==> src/rtl/rr_grant_sched.sv <==
// rr_grant_sched: round-robin grant scheduler sharing one resource between NUM_REQ requesters.
//
// A registered one-hot grant is held while the owner keeps its request asserted. The grant is
// limited to MAX_HOLD consecutive cycles, and one idle turnaround cycle (PARK) separates owners.
// gnt_id is intended as the select of the downstream datapath mux.
//
// Ports:
//   clock    in   single clock, rising edge
//   reset_n  in   asynchronous active-low reset
//   req      in   [NUM_REQ] level request vector, bit i = requester i
//   gnt      out  [NUM_REQ] registered one-hot grant, zero when no owner
//   gnt_id   out  [IDW] index of current owner, valid only when gnt != 0 (held otherwise)
//   busy     out  high whenever the scheduler is not idle
//   timeout  out  one-cycle pulse when a grant is revoked by the hold limit
//   preempt  out  (only with RR_GRANT_SCHED_PREEMPT_EN) one-cycle pulse on urgent revocation
//
// Optional feature macro: RR_GRANT_SCHED_PREEMPT_EN makes requester 0 urgent; it revokes any
// other owner and wins the following arbitration regardless of round-robin position.

module rr_grant_sched #(
  parameter int unsigned NUM_REQ  = 4,
  parameter int unsigned MAX_HOLD = 8,
  parameter int unsigned IDW      = (NUM_REQ > 1) ? $clog2(NUM_REQ) : 1
) (
  input  logic               clock,
  input  logic               reset_n,
  input  logic [NUM_REQ-1:0] req,
  output logic [NUM_REQ-1:0] gnt,
  output logic [IDW-1:0]     gnt_id,
  output logic               busy,
`ifdef RR_GRANT_SCHED_PREEMPT_EN
  output logic               preempt,
`endif
  output logic               timeout
);

  // MAX_HOLD == 0 disables the limit; keep a 1-bit counter so widths stay legal.
  localparam int unsigned HCW = (MAX_HOLD > 0) ? $clog2(MAX_HOLD + 1) : 1;

  typedef enum logic [2:0] {
    StIdle = 3'b001,
    StGnt  = 3'b010,
    StPark = 3'b100
  } state_e;

  state_e               state_q, state_d;
  logic [NUM_REQ-1:0]   gnt_q, gnt_d;
  logic [IDW-1:0]       gnt_id_q, gnt_id_d;
  logic [IDW-1:0]       last_id_q, last_id_d;
  logic [HCW-1:0]       hold_cnt_q, hold_cnt_d;
  logic                 timeout_q, timeout_d;
  logic                 preempt_q, preempt_d;

  logic [IDW-1:0]       scan_id;
  logic [IDW-1:0]       win_id;
  logic                 win_vld;
  logic [IDW-1:0]       sel_id;
  logic                 at_limit;

  // Rotating priority: scan last_id+1, last_id+2, ... so the previous winner is checked last.
  always_comb begin
    win_id  = '0;
    win_vld = 1'b0;
    scan_id = '0;
    for (int unsigned i = 1; i <= NUM_REQ; i++) begin
      scan_id = IDW'((32'(last_id_q) + i) % NUM_REQ);
      if (!win_vld && req[scan_id]) begin
        win_vld = 1'b1;
        win_id  = scan_id;
      end
    end
  end

  assign at_limit = (MAX_HOLD != 0) && (hold_cnt_q == HCW'(MAX_HOLD - 1));

  always_comb begin
    state_d    = state_q;
    gnt_d      = gnt_q;
    gnt_id_d   = gnt_id_q;
    last_id_d  = last_id_q;
    hold_cnt_d = hold_cnt_q;
    timeout_d  = 1'b0;
    preempt_d  = 1'b0;
    sel_id     = win_id;
`ifdef RR_GRANT_SCHED_PREEMPT_EN
    // The arbitration right after a preemption goes to the urgent requester.
    if (state_q == StPark && preempt_q && req[0]) begin
      sel_id = '0;
    end
`endif

    unique case (state_q)
      StIdle, StPark: begin
        if (win_vld) begin
          state_d    = StGnt;
          gnt_d      = NUM_REQ'(1) << sel_id;
          gnt_id_d   = sel_id;
          last_id_d  = sel_id;
          hold_cnt_d = '0;
        end else begin
          state_d = StIdle;
          gnt_d   = '0;
        end
      end
      StGnt: begin
        // A release wins over both preemption and the hold limit.
        if (!req[gnt_id_q]) begin
          state_d = StPark;
          gnt_d   = '0;
`ifdef RR_GRANT_SCHED_PREEMPT_EN
        end else if (req[0] && (gnt_id_q != '0)) begin
          state_d   = StPark;
          gnt_d     = '0;
          preempt_d = 1'b1;
`endif
        end else if (at_limit) begin
          state_d   = StPark;
          gnt_d     = '0;
          timeout_d = 1'b1;
        end else if (hold_cnt_q != '1) begin
          hold_cnt_d = hold_cnt_q + 1'b1;
        end
      end
      default: begin
        state_d = StIdle;
        gnt_d   = '0;
      end
    endcase
  end

  always_ff @(posedge clock or negedge reset_n) begin
    if (!reset_n) begin
      state_q    <= StIdle;
      gnt_q      <= '0;
      gnt_id_q   <= '0;
      last_id_q  <= IDW'(NUM_REQ - 1);
      hold_cnt_q <= '0;
      timeout_q  <= 1'b0;
      preempt_q  <= 1'b0;
    end else begin
      state_q    <= state_d;
      gnt_q      <= gnt_d;
      gnt_id_q   <= gnt_id_d;
      last_id_q  <= last_id_d;
      hold_cnt_q <= hold_cnt_d;
      timeout_q  <= timeout_d;
      preempt_q  <= preempt_d;
    end
  end

  assign gnt     = gnt_q;
  assign gnt_id  = gnt_id_q;
  assign busy    = (state_q != StIdle);
  assign timeout = timeout_q;
`ifdef RR_GRANT_SCHED_PREEMPT_EN
  assign preempt = preempt_q;
`endif

endmodule

==> config.mk <==
export PLATFORM = sky130hd
export DESIGN_NAME = rr_grant_sched
export DESIGN_NICKNAME = d
export VERILOG_FILES = /design/src/rtl/rr_grant_sched.sv
export SDC_FILE = /design/constraint.sdc
export NUM_CORES = 1
export LEC_CHECK = 0
export ABC_AREA = 1
export CAP_MARGIN = 0
export CORE_ASPECT_RATIO = 1.4
export CORE_MARGIN = 2
export CORE_UTILIZATION = 53
export DETAILED_ROUTE_END_ITERATION = 16
export GPL_TIMING_DRIVEN = 1
export HOLD_SLACK_MARGIN = 0.06
export PLACE_DENSITY = 0.81
export SLEW_MARGIN = 25
export SYNTH_ARGS = -nofsm -noshare
export SYNTH_HDL_FRONTEND = slang
export SYNTH_SLANG_ARGS = --single-unit
==> constraint.sdc <==
create_clock -name clock -period 2.18 [get_ports clock]
set_clock_uncertainty 0.05 [all_clocks]
set_input_delay 0.218 -clock clock [delete_from_list [all_inputs] [get_ports clock]]
set_output_delay 0.218 -clock clock [all_outputs]
set_load 0.01 [all_outputs]
==> qor.txt <==
Total Wirelength = 2040 microns
Final period util = 0.820
Final net count = 160
Largest net degree at the start of global routing = 17
Worst-path clk slew = 90 ps
Reg2reg setup slack = 390 ps
Synth Area in XOR/XNOR = 0.00872
Distinct cells, synth = 25
Vias per cell = 5.20
CP required = 2310 ps
Commonest cells after routing, fill and taps aside = 53 x nand2_1, 14 x inv_1, 13 x dfrtp_1, 13 x clkdlybuf4s50_1
Num rows = 18
R2R Path End = gnt_id[1]
P per Cell Area = 1520 mW/mm^2
Most used cell, CP = nand2_1
First-pass GRT wire length = 3170 microns
Status = finished, final reports clean
Vias in the first global route = 807
CTS tree = yes
Relative slew slack = 0.547
Chip width = 40.8 microns
Final TNS setup = 0 ps
Fmax = 560 MHz
Latest clock arrival within the worst-skew pair = 290 ps
Most common cell after layout, fill and taps aside = nand2_1
Post-synth net total = 143
Area of placed instances = 0.00115 sq mm
Total grt overflow = 0
Worst Setup EP = gnt_id[1]
Critical path capture point type = flip-flop
Design Power = 1.80 mW
Crit-path cells = inv_6 > nand2_1 > nand2_1 > nand2_1 > nand2_1 > nor2_4 > nand3_4 > nand2_4 > inv_4 > nand2_2 > o21ai_1
Total core area = 0.00178 sq mm
Instance count of the mapped netlist = 136
Remaining antenna violation count after routing = 0
Stages on worst setup path = 11
Max Cap Viol = 0
Initial antenna violation count = 0
Seq/Total Area, Yosys = 0.402
Gpl congestion = 0.804
Shortest period the worst path allows = 1790 ps
VDD IR max = 825 uV
Die Height = 55.5 microns
Leak Pwr = 0.598 nW
Final instance area = 0.00118 sq mm
Vias = 894
Final setup fails = 0
Root buffer cell = clkbuf_4
Diodes inserted = 0
# Post-CTS Setup Buffers = 0
Die area = 0.00226 sq mm
Drt first-iter violations = 17
WL per Instance = 11.8 microns
# hold bufs at CTS = 0
GR Util All Layers = 0.201
Count of pins over their slew limit = 0
CP top delay family = simple AND/OR/NAND/NOR gates
YS warnings = 0
Mux cell area share after synthesis = 0
CTS sink count = 16
RSZ-0062 raised after global routing = no
Fin. Hold Viols = 0
Hold slack = 282 ps
PortBufs = 13
CTS Buf Count = 3
First drt pass iteration count = 4
H-tree levels = 1
Slowest-stage cell, CP = dfstp_2
Area grow syn2layout = 17.9%
Mean cell area of the mapped netlist = 7.39 sq um
Post-DP HPWL = 1630 microns
Compound-Gate Fraction of Synth Area = 0.0897
Reg2reg path depth = 11
Type of the worst setup path = reg2reg
Slowest stage delay, CP = 670 ps
Starting density of the core = 0.565
Critical Path AT = 1920 ps
Post-route setup slack = 393 ps
Crit Path Max Fanout = 10
Post-CTS Resized = 0
Buf+Inv Stages, Crit Path = 2
Simple-Gate Fraction of Synth Area = 0.405
Clock Path Buffers = 2
Crit start category = flip-flop
Share of cells above drive strength 1 = 0.164
Critical path launch point = last_id_q[0]
Adder-cell share of the synthesized area = 0.0125
# IOs = 14
R2r startpoint = last_id_q[0]
Setup Slack @ Placement = 365 ps
Hold Crit Class = in2async
Post-Syn Area = 0.00100 sq mm
Yosys reg bits = 16
DRC viols = 0
Largest family of logic cells by synthesized area = simple AND/OR/NAND/NOR gates
Actual slew at the worst max-slew pin = 677 ps
-- Yosys cell counts, drive strengths merged --
cell	number	area share
inv	17	0.071
nor3	3	0.015
xor2	1	0.0087
buf	1	0.011
o211ai	2	0.015
nand3	12	0.077
a31oi	1	0.0062
nand2	59	0.25
dfstp	3	0.078
o21ai	7	0.046
nor2	12	0.060
dfrtp	13	0.32
a21oi	3	0.022
ha	1	0.012
nand3b	1	0.0075
-- worst min-delay path by stage --
stage                             to  slack [ps]  depth (start not counted)
after floorplan               gnt[0]        -130                          0
after global placement        gnt[1]         420                          2
after detailed placement      gnt[1]         430                          2
after CTS                     gnt[3]         310                          1
after global routing         timeout         350                          1
final                     state_q[1]         280                          1
-- power breakdown --
| part | total [mW] | internal (mW) | switching, mW | leakage, nW |
|---|---|---|---|---|
| clock network | 0.195 | 0.102 | 0.0933 | 0.0210 |
| logic | 1.08 | 0.396 | 0.685 | 0.371 |
| registers | 0.520 | 0.421 | 0.0987 | 0.206 |
| total | 1.80 | 0.919 | 0.877 | 0.598 |
-- layout make-up --
cell class / count / area [sq um]
Fill cell: 165 / 594
Multi-Input combinational cell: 102 / 518
Tap cell: 20 / 25.0
Timing Repair Buffer: 13 / 130
Sequential cell: 16 / 404
Clock buffer: 4 / 36.3
Inverter: 17 / 71.3
-- registers in the layout, indices dropped and copies added, names as in the netlist --
signal,flops
last_id_q,2
hold_cnt_q,4
timeout,1
gnt,4
gnt_id,2
state_q,3
-- routing by layer --
layer | share of wire | GRT usage | vias up
met2 | 0.54 | 0.359 | 17
met3 | 0.026 | 0.0281 | 8
li1 | - | - | 464
met5 | 0 | 0 | -
met1 | 0.40 | 0.208 | 405
met4 | 0.032 | 0.0857 | 0
-- cells by family after synthesis --
logic type / after synthesis
XOR/XNOR: 1
flip-flops: 16
AO/OA/AOI/OAI: 13
AND/OR/NAND/NOR: 87
buffers and inverters: 18
adder cells (fa/ha/maj): 1
-- metrics by stage --
step	utilization	cells
final	0.666	172
after detailed placement	0.646	168
after global routing	0.666	172
after floorplan	-	136
after CTS	0.666	172
after global placement	0.646	168
No activity file was read; power rests on OpenSTA's default activity.
